`config.mk`:
```
export PLATFORM = sky130hd
export DESIGN_NAME = mw_add_seq_flat
export DESIGN_NICKNAME = d
export VERILOG_FILES = /design/src/rtl/mw_add_seq_if.sv /design/src/rtl/mw_add_seq.sv /design/src/flat_wrapper.sv
export SDC_FILE = /design/constraint.sdc
export NUM_CORES = 1
export LEC_CHECK = 0
export ABC_AREA = 1
export BUFFER_PORTS_ARGS = -buffer_cell sky130_fd_sc_hd__buf_2
export CAP_MARGIN = 30
export CORE_UTILIZATION = 33
export DETAILED_ROUTE_END_ITERATION = 8
export PLACE_DENSITY_LB_ADDON = 0.05
export SLEW_MARGIN = 20
export SYNTH_ARGS = -nofsm -noshare
export SYNTH_HDL_FRONTEND = slang
export SYNTH_SLANG_ARGS = --single-unit
```
`constraint.sdc`:
```
create_clock -name clock -period 2.45 [get_ports clock]
set_input_delay 0.735 -clock clock [delete_from_list [all_inputs] [get_ports clock]]
set_output_delay 0.735 -clock clock [all_outputs]
set_load 0.02 [all_outputs]
```
`src/rtl/mw_add_seq_if.sv`:
```
// mw_add_seq_if: request and result handshakes of mw_add_seq; res_ovf exists only with MW_ADD_OVF_EN.
interface mw_add_seq_if #(parameter int WORDS = 4);
  logic req_valid, req_ready, op_ci, res_valid, res_ready, res_co;
  logic [32*WORDS-1:0] op_a, op_b, res_sum;
`ifdef MW_ADD_OVF_EN
  logic res_ovf;
  modport master(output req_valid, op_a, op_b, op_ci, res_ready,
                 input req_ready, res_valid, res_sum, res_co, res_ovf);
  modport slave(input req_valid, op_a, op_b, op_ci, res_ready,
                output req_ready, res_valid, res_sum, res_co, res_ovf);
`else
  modport master(output req_valid, op_a, op_b, op_ci, res_ready,
                 input req_ready, res_valid, res_sum, res_co);
  modport slave(input req_valid, op_a, op_b, op_ci, res_ready,
                output req_ready, res_valid, res_sum, res_co);
`endif
endinterface

```
`src/rtl/mw_add_seq.sv`:
```
// mw_add_seq: sequences a WORDS x 32-bit add through a registered 32-bit adder, LS word first.
// Optional MW_ADD_OVF_EN adds res_ovf (signed overflow of the wide add).
module mw_add_seq #(
  parameter int WORDS = 4
) (
  input  logic        clock,
  input  logic        reset,
  mw_add_seq_if.slave bus,
  output logic [31:0] add_a,
  output logic [31:0] add_b,
  output logic        add_ci,
  input  logic [31:0] add_s,
  input  logic        add_co
);
  localparam int IW = WORDS > 1 ? $clog2(WORDS) : 1;
  localparam logic [IW-1:0] LAST = IW'(WORDS - 1);
  typedef enum logic [1:0] {IDLE, DRIVE, CAPTURE, DONE} state_t;
  state_t state, state_nx;
  logic [WORDS-1:0][31:0] a_reg, b_reg, sum_reg;
  logic carry;
  logic [IW-1:0] idx;
  always_ff @(posedge clock) state <= reset ? IDLE : state_nx;
  always_comb begin
    state_nx = state;
    case (state)
      IDLE:    state_nx = bus.req_valid ? DRIVE : IDLE;
      DRIVE:   state_nx = CAPTURE;
      CAPTURE: state_nx = idx == LAST ? DONE : DRIVE;
      DONE:    state_nx = bus.res_ready ? IDLE : DONE;
      default: state_nx = IDLE;
    endcase
  end
  // the carry register is the only link between consecutive words
  always_ff @(posedge clock) begin
    if (reset) begin
      a_reg   <= '0;
      b_reg   <= '0;
      sum_reg <= '0;
      carry   <= 1'b0;
      idx     <= '0;
    end else if (state == IDLE && bus.req_valid) begin
      a_reg <= bus.op_a;
      b_reg <= bus.op_b;
      carry <= bus.op_ci;
      idx   <= '0;
    end else if (state == CAPTURE) begin
      sum_reg[idx] <= add_s;
      carry        <= add_co;
      if (idx != LAST) idx <= idx + 1'b1;
    end
  end
  assign add_a         = a_reg[idx];
  assign add_b         = b_reg[idx];
  assign add_ci        = carry;
  assign bus.req_ready = state == IDLE;
  assign bus.res_valid = state == DONE;
  assign bus.res_sum   = sum_reg;
  assign bus.res_co    = carry;
`ifdef MW_ADD_OVF_EN
  assign bus.res_ovf = state == DONE && a_reg[WORDS-1][31] == b_reg[WORDS-1][31]
                       && sum_reg[WORDS-1][31] != a_reg[WORDS-1][31];
`endif
endmodule

```
`src/flat_wrapper.sv`:
```
// flat-port wrapper written by rule: the top's interface ports become plain ports
module mw_add_seq_flat 
#(
  parameter int WORDS = 4
)
  (clock, reset, add_a, add_b, add_ci, add_s, add_co, bus_req_valid, bus_op_a, bus_op_b, bus_op_ci, bus_res_ready, bus_req_ready, bus_res_valid, bus_res_sum, bus_res_co);
  mw_add_seq_if #(.WORDS(WORDS)) bus_i ();
  input  logic clock;
  input  logic reset;
  output logic [31:0] add_a;
  output logic [31:0] add_b;
  output logic add_ci;
  input  logic [31:0] add_s;
  input  logic add_co;
  input wire logic [$bits(bus_i.req_valid)-1:0] bus_req_valid;
  input wire logic [$bits(bus_i.op_a)-1:0] bus_op_a;
  input wire logic [$bits(bus_i.op_b)-1:0] bus_op_b;
  input wire logic [$bits(bus_i.op_ci)-1:0] bus_op_ci;
  input wire logic [$bits(bus_i.res_ready)-1:0] bus_res_ready;
  output wire logic [$bits(bus_i.req_ready)-1:0] bus_req_ready;
  output wire logic [$bits(bus_i.res_valid)-1:0] bus_res_valid;
  output wire logic [$bits(bus_i.res_sum)-1:0] bus_res_sum;
  output wire logic [$bits(bus_i.res_co)-1:0] bus_res_co;
  assign bus_i.req_valid = bus_req_valid;
  assign bus_i.op_a = bus_op_a;
  assign bus_i.op_b = bus_op_b;
  assign bus_i.op_ci = bus_op_ci;
  assign bus_i.res_ready = bus_res_ready;
  assign bus_req_ready = bus_i.req_ready;
  assign bus_res_valid = bus_i.res_valid;
  assign bus_res_sum = bus_i.res_sum;
  assign bus_res_co = bus_i.res_co;
  mw_add_seq #(.WORDS(WORDS)) u_core (.clock(clock), .reset(reset), .bus(bus_i), .add_a(add_a), .add_b(add_b), .add_ci(add_ci), .add_s(add_s), .add_co(add_co));
endmodule
```
==> results.toml <==
[global_route]
antenna_found_initial = 31
gr-usage-all-layers = 0.252
grt_pass1_wl_mm = 91.5
grt_pass1_vias = 15167
grt_start_max_net_pins = 115
overflow = 0

[cells_and_area]
fillers = 4696
layout_common_cells = "nor2_1, o21ai_0, buf_2"
layout_commonest_cell = "nor2_1"
multi_input_area_um2 = 7080
final_layout_size_suffix_gt1_frac = 0.289
instances_no_fill = 3166
regArea_um2 = 7790
area_growth_pct = 40.3
nNetsFinal = 2815

[die]
die-width_um = 216
core_um2 = 45300
num_io_pins = 490
initial_core_util = 0.334
num_rows = 78
die_area_um2 = 46700
die_h_um = 216

[worst_setup_path]
worstPathRequired_ns = 1.71
rrSetupSlack_ns = 0.39
r2r_cells = 9
crit_top_cell = "buf_16"
cp_cell_sequence = "buf_16, buf_12, buf_16, nor2_4, o22ai_2, buf_4"
worst_ep_arrival_time_ns = 1.85
critical-path-slowest-cell = "dfxtp_4"
startpoint_type = "register"
worst-setup-path-type = "register to output pin"
regToRegEndpoint = "u_core.bus.res_sum[68]"
worstPathMaxFanout = 8
crit_path_end = "add_b[22]"
slowest_delay_ns = 0.42
end_kind = "output pin"
r2r_start = "u_core.idx[1]"
crit_start = "u_core.idx[0]"

[sta]
slew_headroom = 0.663
finalHoldViolCount = 0
setup_viol = 64
whs_ns = 0.410
worst_pin_slew_ns = 0.506
fin_crit_ns = 2.59
clock.fmax_mhz = 387
rsz0062_at_grt = "true"
fin_ws_ns = -0.137
period_share = 1.06
finalClockSkew_ns = 0.0176
finalMaxSlewViolations = 0

[outcome]
status = "finished with violations"
violations = "negative setup slack"

[clock_network]
clk_path_buf_depth = 3
cts_tree = "built"
cts_max_level = 2
cts_sinks = 389
cts_buffers = 45
clk_pin_slew_ns = 0.06
worstSkewPairLatency_ns = 0.57
cts_root_buf = "clkbuf_16"

[synthesis]
synth_edf_count = 0
synth.yosys.seq_area_share = 0.515
yosys_most_used_dff = "dfxtp_1"
synth_area_um2 = 15100
synthesis.nets = 2373
synth.avg_cell_area_um2 = 7.29
synth_cell_types = 20
synth_warnings = 0
yosys_register_bits = 389
async_flop_share = 0
netlist_instances = 2075

[power_and_ir_drop]
p_per_area_nw_per_um2 = 741
p_leak_nw = 9.80
ir_drop_mv = 0.525

[route]
drc = 0
num_vias = 15838
wirelength_mm = 61.9
first_pass_iters = 5
drtIter0Drc = 1116
vias_per_cell = 5.00
antenna_left = 0
wl_per_cell_um = 19.5

[placement]
placedCellCount = 3035
dpl.hpwl_mm = 37.6
place_congestion = 0.845
place_ws_ns = 0.300
portBuffers = 489

[worst_hold_path]
worst_hold_path_type = "input pin to register"

[job]
maxCapViolCount = 0
[routing by layer]
layer,GRT usage,routed length [um],vias up
met5,0,213,-
met4,0.0838,1590,32
met3,0.0740,4690,122
met2,0.400,28300,502
met1,0.326,27000,7489
li1,-,-,7693
[what timing repair did]
item                                    4_1_cts  5_1_grt
buffers inserted                              7        4
endpoints found under the setup margin       64       64
hold endpoints to repair                      0        0
cloned                                       17        7
pin swaps                                    28       32
hold buffers                                  0        0
gates resized for setup                     191      113
[final cells by class]
| type | instances | area share |
|---|---|---|
| Sequential cell | 389 | 0.367 |
| Inverter | 17 | 0.00418 |
| Antenna cell | 18 | 0.00212 |
| Tap cell | 600 | 0.0354 |
| Multi-Input combinational cell | 1504 | 0.333 |
| Clock inverter | 12 | 0.00418 |
| Timing Repair Buffer | 560 | 0.191 |
| Clock buffer | 66 | 0.0625 |
[Yosys cell counts, types with 2 or more instances]
cell	number	area, um2
buf_2	46	230
a21oi_1	4	20.0
dfxtp_1	389	7790
clkbuf_2	20	100
inv_1	14	52.6
o21ai_1	11	55.1
o22ai_1	64	400
buf_4	9	67.6
nor2_1	899	3370
nand3_1	3	15.0
nor2_4	5	56.3
nand2_1	9	33.8
ha_1	4	50.1
inv_2	2	7.51
buf_1	5	18.8
clkbuf_1	85	319
o21ai_0	503	2520
[per-stage QoR]
step                utilization  total power, W  setup TNS [ns]  instance area, um2
floorplan                     -         0.00818               0               15100
finish                    0.469          0.0157           -4.50               21200
global route              0.468          0.0164           -8.97               21200
CTS                       0.455          0.0158           -7.78               20600
global placement          0.400         0.00895               0               18100
detailed placement        0.400         0.00898               0               18100
[critical path, delay by kind of cell, from the launching register on]
family,cells,cell delay [ns]
flops,1,0.42
buf+inv,4,0.66
simple gates,1,0.05
compound gates,1,0.14
[where the power goes]
part	internal, W	switching [W]	total [W]
logic	0.000906	0.00127	0.00218
clock network	0.00384	0.00272	0.00656
registers	0.00674	0.000255	0.00700
total	0.0115	0.00425	0.0157
[how the worst min path moves through the flow]
stage | cells past startpoint | start | end
after floorplan | 2 | u_core.a_reg[35] | u_core.a_reg[35]
after global placement | 2 | u_core.b_reg[78] | u_core.b_reg[78]
after detailed placement | 2 | u_core.a_reg[40] | u_core.a_reg[40]
after CTS | 3 | bus_op_a[78] | u_core.a_reg[78]
after global routing | 3 | bus_op_a[126] | u_core.a_reg[126]
final | 3 | bus_op_a[40] | u_core.a_reg[40]
[kinds of logic (layout without fill, tap and decap cells)]
family                   Yosys count  in the layout  share of synthesized area
AO/OA/AOI/OAI                    582            582                      0.198
adder cells (fa/ha/maj)            4              4                    0.00331
buffers and inverters            182            655                     0.0529
flip-flops                       389            389                      0.515
other                              0             18                          0
AND/OR/NAND/NOR                  918            918                      0.231
No activity file was read; power rests on OpenSTA's default activity.
